`config.mk`:
```
export PLATFORM = sky130hd
export DESIGN_NAME = divider_restoring
export DESIGN_NICKNAME = d
export VERILOG_FILES = /design/src/rtl/divider_restoring.sv
export SDC_FILE = /design/constraint.sdc
export NUM_CORES = 1
export LEC_CHECK = 0
export CORE_MARGIN = 10
export CORE_UTILIZATION = 55
export DETAILED_ROUTE_END_ITERATION = 6
export PLACE_DENSITY = 0.81
export SLEW_MARGIN = 25
export SYNTH_ARGS = -nofsm -noshare
export SYNTH_HDL_FRONTEND = slang
export SYNTH_SLANG_ARGS = --single-unit
```
`constraint.sdc`:
```
create_clock -name clk -period 3.7 [get_ports clk]
set_input_delay 0.74 -clock clk [delete_from_list [all_inputs] [get_ports clk]]
set_output_delay 0.74 -clock clk [all_outputs]
set_load 0.01 [all_outputs]
```
`src/rtl/divider_restoring.sv`:
```
// Sequential unsigned restoring divider: one quotient bit per clock, MSB
// first, start/done handshake. Divide-by-zero runs through the normal
// datapath (q = all ones, r = a) and raises div_by_zero.
module divider_restoring #(
    parameter int N = 4
) (
    input  logic         clk,
    input  logic         rst,
    input  logic         start,
    input  logic [N-1:0] a,
    input  logic [N-1:0] b,
    output logic [N-1:0] q,
    output logic [N-1:0] r,
    output logic         busy,
    output logic         done,
    output logic         div_by_zero
);
    localparam int CW = $clog2(N);

    typedef enum logic [1:0] {
        S_IDLE,
        S_RUN,
        S_DONE
    } state_t;

    state_t         state;
    state_t         state_nxt;

    logic [N-1:0]   dvd;        // dividend bits shift out MSB-first, quotient bits shift in at LSB
    logic [N-1:0]   dvs;        // latched divisor
    logic [N:0]     prem;       // partial remainder
    logic [CW-1:0]  cnt;        // iterations remaining minus one

    logic [N:0]     shifted;
    logic [N:0]     diff;
    logic [N:0]     prem_nxt;
    logic [N-1:0]   dvd_nxt;
    logic           accept;

    // A request is taken whenever no iteration is in flight (IDLE or DONE)
    assign accept = start && (state != S_RUN);
    assign busy   = (state == S_RUN);
    assign done   = (state == S_DONE);

    // State register
    always_ff @(posedge clk or posedge rst) begin
        if (rst) begin
            state <= S_IDLE;
        end else begin
            state <= state_nxt;
        end
    end

    // Next-state logic
    always_comb begin
        state_nxt = state;
        case (state)
            S_IDLE: if (start) state_nxt = S_RUN;
            S_RUN:  if (cnt == '0) state_nxt = S_DONE;
            S_DONE: state_nxt = start ? S_RUN : S_IDLE;
            default: state_nxt = S_IDLE;
        endcase
    end

    // One restoring step: shift in dividend MSB, trial subtract, keep or restore
    always_comb begin
        shifted = {prem[N-1:0], dvd[N-1]};
        diff    = shifted - {1'b0, dvs};
        if (diff[N]) begin
            prem_nxt = shifted;
            dvd_nxt  = {dvd[N-2:0], 1'b0};
        end else begin
            prem_nxt = diff;
            dvd_nxt  = {dvd[N-2:0], 1'b1};
        end
    end

    // Datapath registers; results are published only on the final iteration
    always_ff @(posedge clk or posedge rst) begin
        if (rst) begin
            dvd         <= '0;
            dvs         <= '0;
            prem        <= '0;
            cnt         <= '0;
            q           <= '0;
            r           <= '0;
            div_by_zero <= 1'b0;
        end else if (accept) begin
            dvd  <= a;
            dvs  <= b;
            prem <= '0;
            cnt  <= CW'(N - 1);
        end else if (state == S_RUN) begin
            dvd  <= dvd_nxt;
            prem <= prem_nxt;
            cnt  <= cnt - CW'(1);
            if (cnt == '0) begin
                q           <= dvd_nxt;
                r           <= prem_nxt[N-1:0];
                div_by_zero <= (dvs == '0);
            end
        end
    end

endmodule

```
==> metrics.md, run 1 <==
| Metric | Value |
|---|---|
| Worst Hold Path EP | q[0] |
| Max-slew violation total from the final report | 0 |
| Standard cell area after detailed placement | between 1500 and 2000 µm² |
| Detail-routed net length per standard cell | approximately 15 µm |
| Basic-gate share of the synthesized area counting and, or, nand and nor cells | 0.111 |
| Insertion delay to the later sink of the worst-skew pair | slightly above 0.3 ns |
| FF-to-FF path depth | 8 |
| Per-cell via count in the routed design | about 5.7 |
| Synthesized-area fraction occupied by ao, oa, aoi and oai cells | 0.184 |
| Final #Nets | around 160 |
| Setup Total Neg Slack | 0 ns |
| Adder and majority cell fraction of the synthesized area | 0.0649 |
| Yosys warns | 0 |
| Largest family of logic cells by synthesized area | compound AO/OA/AOI/OAI gates |
| Portion of synthesized cell area occupied by the leading cell type | 0.492 |
| First-pass GRT wire length | ~4500 µm |
| Met2 GRT Util | 0.212 |
| Slew headroom | 0.396 |
| Synth cell types | 35 |
| Post-route worst setup slack | ~1 ns |
| Area leader, netlist | sky130_fd_sc_hd__dfrtp_1 |
| Effective utilization at floorplan | 0.575 |
| First-iteration detailed-routing DRC count | 40 |
| Cells after Synth | 120 |
| Worst endpoint required time | 2.96 ns |
| Count of input and output buffers | 21 |
| Mux contribution to synthesized area | 0.0855 |
| Number of antenna violations at the first check in global routing | 0 |
| Post-CTS Resized | 0 |
| Clock-pin transition on the worst setup and hold timing paths | approximately 0.12 ns |
| Worst supply voltage drop on vdd | 0.721 mV |
| Routed Wire Length | between 2000 and 3000 µm |
| Final Cycle Share | 0.737 |
| Count of TritonRoute iterations in the first routing pass | 4 |
| Post-Synthesis Cell Area | ~1300 µm² |
| GRT busiest layer | met2 |
| Dominant register cell in the synthesized netlist | sky130_fd_sc_hd__dfrtp_1 |
| Most frequent standard cell in the layout excluding fill and tap cells | sky130_fd_sc_hd__dfrtp_1 |
| Vias in the first global route | a little over 1k |
| Half-perimeter wire length after placement | about 2000 µm |
| Classification of the worst setup path | flop to output port |
| Endpoint of the worst register-to-register path | r[0] |
| Final critical-path required period | approximately 2.7 ns |
| Clock tree from TritonCTS | built |
| Element type at the critical path start | flop |
| Final cell count without fillers | around 170 |
| Signal arrival time at the worst endpoint | ~2 ns |
| H-tree depth | 1 |
| Met1 Usage GRT | 0.144 |
| Post-synthesis register bit count | 25 |
| Placer's final routability congestion estimate | a little under 0.9 |
| Total clock buffers created by CTS | 3 |
| Endpoint type of the worst setup path | output port |
| Count of flip-flops with a built-in enable after synthesis | 0 |
| Post-route cell area | about 1500 µm² |
| Remaining routing DRC violations | 0 |
| Number of top-level pins | 22 |
| Power density over the cells | roughly 980 nW/µm² |
| MaxCap Viol Count | 0 |
| Post-synthesis sequential area ratio | 0.492 |
| Final setup skew | around 0.007 ns |
| Ratio of cells with drive above 1 in the final layout | 0.113 |
| Outcome | finished clean |
| Slack of the worst reg-to-reg path | about 1.5 ns |
| Total via count in the routed design | 971 |
| Proportion of synthesized flip-flops having asynchronous set or reset | 1.00 |
| Die Area | 4640 µm² |
| Number of instances on the worst hold path | 2 |
| Global Route met3 Usage | 0.0343 |
| Number of buffers on the longest clock path | 2 |
| ANT nets after route | 0 |
| Synthesized-area fraction occupied by xor and xnor cells | 0.0138 |
| Highest achievable clock rate | between 0.3 and 0.4 GHz |
| Highest-count cells in the layout ignoring fill and taps | sky130_fd_sc_hd__dfrtp_1 (25), sky130_fd_sc_hd__clkdlybuf4s50_1 (21), sky130_fd_sc_hd__inv_1 (12) |
| Class of the most critical hold timing path | flop to flop |
| Final-report hold violation count | 0 |
| Tightest Pin Transition | roughly 0.90 ns |
| DIE HEIGHT | between 60 and 70 µm |
| Static Leak | about 0.00069 µW |
| Antenna diodes | 0 |
| RSZ-0062 raised after global routing | false |
| Placed Instances | 165 |
| Maximum number of pins on one net before global-route repair | 26 |
| Worst setup slack before clock tree synthesis | between 1 and 1.5 ns |
| Worst hold path startpoint | q[0] |
| Worst flop-to-flop path startpoint | dvd[3] |
| Syn-to-layout area delta | 20.0% |
| Count of endpoints failing setup in the final report | 0 |
| CTS sink count | 25 |
| Avg Inst Size Synth | 10.6 µm² |
| Die X | about 68 µm |
| Nets in the synthesized netlist | between 100 and 150 |
| Largest fanout of any net on the critical path | 14 |
| Total Routing Usage GR | 0.122 |
| CTS hold repair buffers | 0 |
| Std-Cell Rows | 17 |
| Total grt overflow | 0 |
| Number of buffers added for setup after CTS | 0 |
| Core area | around 2200 µm² |
| Biggest area contributors in the synthesized netlist | sky130_fd_sc_hd__dfrtp_1 (49%), sky130_fd_sc_hd__mux2_2 (6.2%), sky130_fd_sc_hd__ha_1 (4.9%) |
| Root buffer cell | sky130_fd_sc_hd__clkbuf_4 |
-- power breakdown --
part           internal, µW  leakage [µW]  switching [µW]  total [µW]
clock network          42.1     0.0000150            75.6         118
registers               408      0.000304            91.5         499
logic                   403      0.000369             480         883
-- Yosys cell counts, types with 2 or more instances --
cell                       instances
sky130_fd_sc_hd__xor2_1            2
sky130_fd_sc_hd__nor2b_1           2
sky130_fd_sc_hd__o21ai_0           9
sky130_fd_sc_hd__a31oi_1           3
sky130_fd_sc_hd__inv_1            12
sky130_fd_sc_hd__nand2_1          11
sky130_fd_sc_hd__nor3_1            2
sky130_fd_sc_hd__mux2i_1           3
sky130_fd_sc_hd__nor2_1            3
sky130_fd_sc_hd__a21oi_1           5
sky130_fd_sc_hd__clkbuf_1          2
sky130_fd_sc_hd__buf_2             2
sky130_fd_sc_hd__dfrtp_1          25
sky130_fd_sc_hd__ha_1              5
sky130_fd_sc_hd__nand3_1           3
sky130_fd_sc_hd__o31ai_1           6
sky130_fd_sc_hd__mux2_2            7
-- worst max path at each step --
stage | from | end | slack (ns)
after floorplan | dvd[3] | prem[0] | 1.80
after global placement | state[1] | busy | 1.36
after detailed placement | state[1] | busy | 1.34
after CTS | state[1] | busy | 0.97
after global routing | state[1] | busy | 0.84
final | state[1] | busy | 0.97
-- critical path, cell delays in order, from the launching register on --
cell                              delay [ns]
sky130_fd_sc_hd__dfrtp_1                0.40
sky130_fd_sc_hd__nand2b_1               0.30
sky130_fd_sc_hd__inv_1                  0.36
sky130_fd_sc_hd__clkdlybuf4s50_1        0.62
-- registers in the layout (all words and copies together) (netlist names) --
signal / flops
prem: 4
state: 2
q: 4
dvs: 4
cnt: 2
dvd: 4
r: 4
div_by_zero: 1
-- kinds of logic after synthesis --
| group | count (synthesis) |
|---|---|
| compound gates | 33 |
| simple gates | 28 |
| flops | 25 |
| buf+inv | 16 |
| mux | 10 |
| fa+ha+maj | 6 |
| xor+xnor | 2 |
-- layer usage --
layer | vias to the layer above | wire length [µm] | share of wire
met5 | - | 0 | 0
met4 | 0 | 38 | 0.015
met3 | 8 | 143 | 0.056
met2 | 29 | 1250 | 0.49
met1 | 470 | 1120 | 0.44
li1 | 464 | - | -
-- stage by stage --
stage	total power (µW)	util	hold WS, ns
floorplan	1120	-	0.445
global placement	1360	0.678	0.460
detailed placement	1380	0.678	0.469
CTS	1510	0.690	0.493
global route	1640	0.690	0.534
finish	1500	0.690	0.491
-- area by class of cell --
type | count | area [µm²]
well taps | 28 | 35.0
multi-input cells | 79 | 584
clock buffers | 4 | 26.3
fillers | 178 | 686
flip-flops and latches | 25 | 626
inverters | 12 | 45.0
repair buffers | 21 | 210
(Power assumes the default switching activity.)
==> run 2: changes to the inputs <==
--- a/config.mk
+++ b/config.mk
@@ -6,9 +6,9 @@
 export NUM_CORES = 1
 export LEC_CHECK = 0
 export CORE_MARGIN = 10
-export CORE_UTILIZATION = 55
+export CORE_UTILIZATION = 46
 export DETAILED_ROUTE_END_ITERATION = 6
-export PLACE_DENSITY = 0.81
+export PLACE_DENSITY = 0.72
 export SLEW_MARGIN = 25
 export SYNTH_ARGS = -nofsm -noshare
 export SYNTH_HDL_FRONTEND = slang
==> constraint.sdc (replaced) <==
create_clock -name clk -period 2.4 [get_ports clk]
set_input_delay 0.48 -clock clk [delete_from_list [all_inputs] [get_ports clk]]
set_output_delay 0.48 -clock clk [all_outputs]
set_load 0.01 [all_outputs]
==> metrics.md, run 2 (synthesized netlist as in run 1, its figures left out) <==
| Metric | Value |
|---|---|
| Outcome | finished clean |
| Core area | 2710 µm² (+23%) |
| CP max stage delay | 0.46 ns (-0.16 ns) |
| Worst supply voltage drop on vdd | 0.867 mV (+20%) |
| Remaining routing DRC violations | 0 (unchanged) |
| Worst endpoint required time | 2.64 ns (-0.32 ns) |
| Largest fanout of any net on the critical path | 6 (-8) |
| CP dominant cell by count | sky130_fd_sc_hd__inv_1 |
| Total clock buffers created by CTS | 3 (unchanged) |
| Highest-count cells in the layout ignoring fill and taps | sky130_fd_sc_hd__dfrtp_1 (25), sky130_fd_sc_hd__clkdlybuf4s50_1 (21), sky130_fd_sc_hd__inv_1 (12) |
| Placed Instances | 173 (+4.8%) |
| Per-cell via count in the routed design | 5.51 (-4.1%) |
| Root buffer cell | sky130_fd_sc_hd__clkbuf_4 |
| Number of antenna violations at the first check in global routing | 0 (unchanged) |
| Antenna diodes | 0 (unchanged) |
| CTS hold repair buffers | 0 (unchanged) |
| DIE HEIGHT | 72.6 µm (+6.6%) |
| GRT busiest layer | met2 |
| MaxCap Viol Count | 0 (unchanged) |
| Max-slew violation total from the final report | 0 (unchanged) |
| Total via count in the routed design | 975 (+0.41%) |
| Final Cycle Share | 0.873 |
| Std-Cell Rows | 19 (+2) |
| Final setup skew | 0.00879 ns (+0.00182 ns) |
| Count of buffering cells on the critical path with inverters included | 2 (unchanged) |
| Critical path, cell by cell | inv_1 > ha_1 > inv_1 > fa_1 > a211oi_4 > o21bai_2 > and3_4 > o31ai_1 |
| Syn-to-layout area delta | 23.3% |
| Final critical-path required period | 2.09 ns |
| Static Leak | 0.000715 µW (+3.8%) |
| Final cell count without fillers | 177 (+4.7%) |
| Endpoint type of the worst setup path | flop |
| Die X | 72.6 µm (+6.6%) |
| Effective utilization at floorplan | 0.470 (-0.106) |
| Classification of the worst setup path | flop to flop |
| Slew headroom | 0.779 (+0.383) |
| Routed Wire Length | 2640 µm (+3.4%) |
| Placer's final routability congestion estimate | 0.968 (+9.5%) |
| Signal arrival time at the worst endpoint | 2.34 ns (+0.35 ns) |
| ANT nets after route | 0 (unchanged) |
| Tightest Pin Transition | 0.329 ns (-0.576 ns) |
| Cell with the biggest individual delay on the critical path | sky130_fd_sc_hd__fa_1 |
| Global Route met3 Usage | 0.0408 (+0.00656) |
| Post-CTS Resized | 0 (unchanged) |
| Clock tree from TritonCTS | built |
| Power after layout | 2330 µW (+56%) |
| Number of buffers on the longest clock path | 2 (unchanged) |
| Vias in the first global route | 1,007 (-1.5%) |
| Number of top-level pins | 22 (unchanged) |
| Detail-routed net length per standard cell | 14.9 µm (-1.2%) |
| Most frequent standard cell in the layout excluding fill and tap cells | sky130_fd_sc_hd__dfrtp_1 |
| Class of the most critical hold timing path | input port to async pin |
| Total Routing Usage GR | 0.110 (-0.0117) |
| Count of TritonRoute iterations in the first routing pass | 4 (unchanged) |
| Final-report hold violation count | 0 (unchanged) |
| CTS sink count | 25 (unchanged) |
| Clock-pin transition on the worst setup and hold timing paths | 0.14 ns (+0.02 ns) |
| Met2 GRT Util | 0.163 (-0.0488) |
| Final #Nets | 164 (+3.1%) |
| Half-perimeter wire length after placement | 2090 µm (+6.0%) |
| Number of buffers added for setup after CTS | 0 (unchanged) |
| Highest achievable clock rate | roughly 0.48 GHz |
| First-pass GRT wire length | 4640 µm (+2.7%) |
| Maximum number of pins on one net before global-route repair | 26 (unchanged) |
| Die Area | 5270 µm² (+14%) |
| Count of input and output buffers | 21 (unchanged) |
| Setup Total Neg Slack | 0 ns (unchanged) |
| Met1 Usage GRT | 0.136 (-0.00840) |
| Ratio of cells with drive above 1 in the final layout | 0.151 (+0.0372) |
| Total grt overflow | 0 (unchanged) |
| Insertion delay to the later sink of the worst-skew pair | 0.33 ns (+0.02 ns) |
| Kind of cell adding the most delay to the critical path | compound AO/OA/AOI/OAI gates |
| First-iteration detailed-routing DRC count | 37 (-7.5%) |
| Element type at the critical path start | flop |
| Count of endpoints failing setup in the final report | 0 (unchanged) |
| RSZ-0062 raised after global routing | false |
| Tightest hold margin | 0.472 ns (-0.0182 ns) |
| H-tree depth | 1 (unchanged) |
| Power density over the cells | 1490 nW/µm² (+51%) |
==> run 2: cell count changes in the layout (fill, tap and decap cells not counted) <==
| cell | before | now |
|---|---|---|
| sky130_fd_sc_hd__buf_4 | 0 | 5 |
| sky130_fd_sc_hd__clkbuf_1 | 1 | 0 |
| sky130_fd_sc_hd__clkinv_2 | 0 | 1 |
==> run 2: report_power, final <==
group,switching (µW),internal [µW]
logic,722,652
clock network,128,62.7
registers,141,628
==> run 2: tightest hold or removal path, cell delays in order <==
cell and delay (ns):
sky130_fd_sc_hd__clkdlybuf4s50_1 0.39, sky130_fd_sc_hd__inv_1 0.05, sky130_fd_sc_hd__buf_4 0.30
==> run 2: path summary, 6_finish.rpt <==
kind,startpoint,to,slack [ns],depth (start not counted)
hold reg to reg,cnt[0],cnt[0],0.49,1
min in group clk,cnt[0],cnt[0],0.49,1
hold / removal,rst,r[3],0.47,3
setup reg to reg,dvd[3],prem[0],0.31,8
max in group asynchronous,rst,r[0],1.69,3
setup / recovery,dvd[3],prem[0],0.31,8
==> run 2: cell type report <==
| cell class | instances | area (µm²) |
|---|---|---|
| sequential | 25 | 626 |
| tap | 31 | 38.8 |
| timing repair buffer | 26 | 248 |
| clock buffer | 3 | 22.5 |
| clock inverter | 1 | 5.00 |
| inverter | 12 | 45.0 |
| fill | 236 | 1140 |
| multi-input combinational | 79 | 584 |
==> run 2: through the flow <==
step                       util  setup WS (ns)  cell area (µm²)
after global routing      0.579          0.148             1570
after floorplan               -          0.501             1270
final                     0.579          0.306             1570
after CTS                 0.579          0.306             1570
after detailed placement  0.569          0.331             1540
after global placement    0.569          0.401             1540
==> run 2: per-layer routing <==
layer  vias up  wire (µm)
met5         -          0
met4         0         49
met3         6        181
met2        29       1230
met1       462       1180
li1        478          -
==> run 3: changes to the inputs <==
--- a/config.mk
+++ b/config.mk
@@ -5,7 +5,7 @@
 export SDC_FILE = /design/constraint.sdc
 export NUM_CORES = 1
 export LEC_CHECK = 0
-export CORE_MARGIN = 10
+export CORE_MARGIN = 2
 export CORE_UTILIZATION = 46
 export DETAILED_ROUTE_END_ITERATION = 6
 export PLACE_DENSITY = 0.72
==> metrics.md, run 3 (synthesized netlist as in run 1, its figures left out) <==
| Metric | Value |
|---|---|
| Outcome | finished clean |
| ANT nets after route | 0 (unchanged) |
| Worst endpoint required time | 2.62 ns (-0.02 ns) |
| Final cell count without fillers | 177 (unchanged) |
| CP max stage delay | 0.45 ns (about the same) |
| Post-Route Utilization | 0.584 (+0.00466) |
| Half-perimeter wire length after placement | 2130 µm (+1.7%) |
| Power density over the cells | 1510 nW/µm² (+1.4%) |
| Highest-count cells in the layout ignoring fill and taps | sky130_fd_sc_hd__dfrtp_1 (25), sky130_fd_sc_hd__clkdlybuf4s50_1 (21), sky130_fd_sc_hd__inv_1 (12) |
| Count of endpoints failing setup in the final report | 0 (unchanged) |
| Die X | 56.6 µm (-22%) |
| CTS hold repair buffers | 0 (unchanged) |
| Per-cell via count in the routed design | 5.51 (+0.10%) |
| FF-to-FF path depth | 8 (unchanged) |
| Signal arrival time at the worst endpoint | 2.34 ns (about the same) |
| Insertion delay to the later sink of the worst-skew pair | 0.31 ns (-0.02 ns) |
| Die Area | 3200 µm² (-39%) |
| Max-slew violation total from the final report | 0 (unchanged) |
| Number of instances on the worst hold path | 1 |
| Class of the most critical hold timing path | flop to flop |
| Met1 routed wirelength after detailed routing | 1310 µm (+11%) |
| Largest fanout of any net on the critical path | 5 (-1) |
| Clock tree from TritonCTS | built |
| Ratio of cells with drive above 1 in the final layout | 0.144 (-0.00685) |
| Number of buffers on the longest clock path | 2 (unchanged) |
| Worst hold path startpoint | cnt[0] |
| Worst Hold Path EP | cnt[0] |
| Slack of the worst reg-to-reg path | 0.28 ns (-0.02 ns) |
| Met2 wirelength from detailed routing | 1340 µm (+8.9%) |
| Uppermost signal routing layer after detailed routing | met4 |
| Post-CTS Resized | 0 (unchanged) |
| Element type at the critical path start | flop |
| Critical path, cell by cell | inv_1 > ha_1 > inv_1 > fa_1 > a211o_2 > nand2_1 > nand2_1 > o31ai_1 |
| Std-Cell Rows | 19 (unchanged) |
| Syn-to-layout area delta | 23.2% (about the same) |
| Static Leak | 0.000712 µW (-0.38%) |
| Number of top-level pins | 22 (unchanged) |
| Count of input and output buffers | 21 (unchanged) |
| Highest achievable clock rate | 0.472 GHz (-1.2%) |
| Worst flop-to-flop path startpoint | dvd[3] |
| First-iteration detailed-routing DRC count | 24 (-35%) |
| Setup Total Neg Slack | 0 ns (unchanged) |
| Placer's final routability congestion estimate | 0.971 (+0.28%) |
| Total Routing Usage GR | 0.195 (+0.0855) |
| Final critical-path required period | 2.12 ns (+0.0245 ns) |
| Final-report hold violation count | 0 (unchanged) |
| Clock-pin transition on the worst setup and hold timing paths | 0.13 ns (about the same) |
| RSZ-0062 raised after global routing | false |
| Final Cycle Share | 0.883 (+0.0102) |
| First-pass GRT wire length | 4820 µm (+3.9%) |
| Total clock buffers created by CTS | 3 (unchanged) |
| Core area | 2690 µm² (-0.88%) |
| Detail-routed net length per standard cell | 15.7 µm (+5.3%) |
| Effective utilization at floorplan | 0.474 (+0.00416) |
| Final setup skew | 0.00581 ns (-0.00298 ns) |
| Filler cell count in the final layout | 244 (+3.4%) |
| Number of antenna violations at the first check in global routing | 0 (unchanged) |
| Number of buffers added for setup after CTS | 0 (unchanged) |
| Final #Nets | 164 (unchanged) |
| Classification of the worst setup path | flop to flop |
| Maximum number of pins on one net before global-route repair | 26 (unchanged) |
| Antenna diodes | 0 (unchanged) |
| Endpoint of the worst register-to-register path | prem[3] |
| Root buffer cell | sky130_fd_sc_hd__clkbuf_4 |
| Routed Wire Length | 2780 µm (+5.3%) |
| Vias in the first global route | 1,032 (+2.5%) |
| Total grt overflow | 0 (unchanged) |
| Total via count in the routed design | 976 (+0.10%) |
| Detailed route wirelength on metal3 | 105 µm (-42%) |
| Count of TritonRoute iterations in the first routing pass | 4 (unchanged) |
| DIE HEIGHT | 56.6 µm (-22%) |
| Remaining routing DRC violations | 0 (unchanged) |
| H-tree depth | 1 (unchanged) |
| Worst supply voltage drop on vdd | 0.906 mV (+4.4%) |
| Most frequent standard cell in the layout excluding fill and tap cells | sky130_fd_sc_hd__dfrtp_1 |
| Placed Instances | 173 (unchanged) |
| CTS sink count | 25 (unchanged) |
| Endpoint type of the worst setup path | flop |
| MaxCap Viol Count | 0 (unchanged) |
| Tightest hold margin | 0.484 ns (+0.0116 ns) |
| Slew headroom | 0.787 (+0.00771) |
| Cell with the biggest individual delay on the critical path | sky130_fd_sc_hd__fa_1 |
| Tightest Pin Transition | 0.320 ns (-0.00903 ns) |
run 3: layer usage:
metal,up-vias,global-route usage
li1,479,-
met1,472,0.267
met2,23,0.311
met3,2,0.0300
met4,0,0.0782
met5,-,0
run 3: worst max-delay path by stage:
stage              end   start  depth (start not counted)
3_5_place_dp   prem[0]  dvd[3]                          8
2_1_floorplan  prem[0]  dvd[3]                          8
5_1_grt        prem[0]  dvd[3]                          8
4_1_cts        prem[0]  dvd[3]                          8
6_report       prem[3]  dvd[3]                          8
3_3_place_gp   prem[3]  dvd[3]                          8
run 3: power breakdown:
part	leakage, µW	switching, µW	internal, µW
sequential	0.000304	151	628
clock	0.0000150	121	64.9
combinational	0.000393	741	658
run 3: worst max-delay path: cells and delay by family, from the launching register on:
kind            cells  cell delay (ns)
compound gates      2             0.60
fa+ha+maj           2             0.58
flops               1             0.42
simple gates        2             0.29
buf+inv             2             0.13
run 3: layout make-up:
class / instances / area (µm²) / share of cell area
Inverter: 12 / 45.0 / 0.0287
Timing Repair Buffer: 26 / 248 / 0.158
Sequential cell: 25 / 626 / 0.399
Multi-Input combinational cell: 79 / 584 / 0.373
Clock buffer: 4 / 26.3 / 0.0168
Tap cell: 31 / 38.8 / 0.0247
run 3: per-stage QoR:
step                      area [µm²]  power (µW)  setup WS, ns
final                           1570        2360         0.281
after global routing            1570        2580        0.0975
after CTS                       1570        2380         0.292
after detailed placement        1540        2180         0.318
after global placement          1540        2110         0.379
after floorplan                 1270        1720         0.501
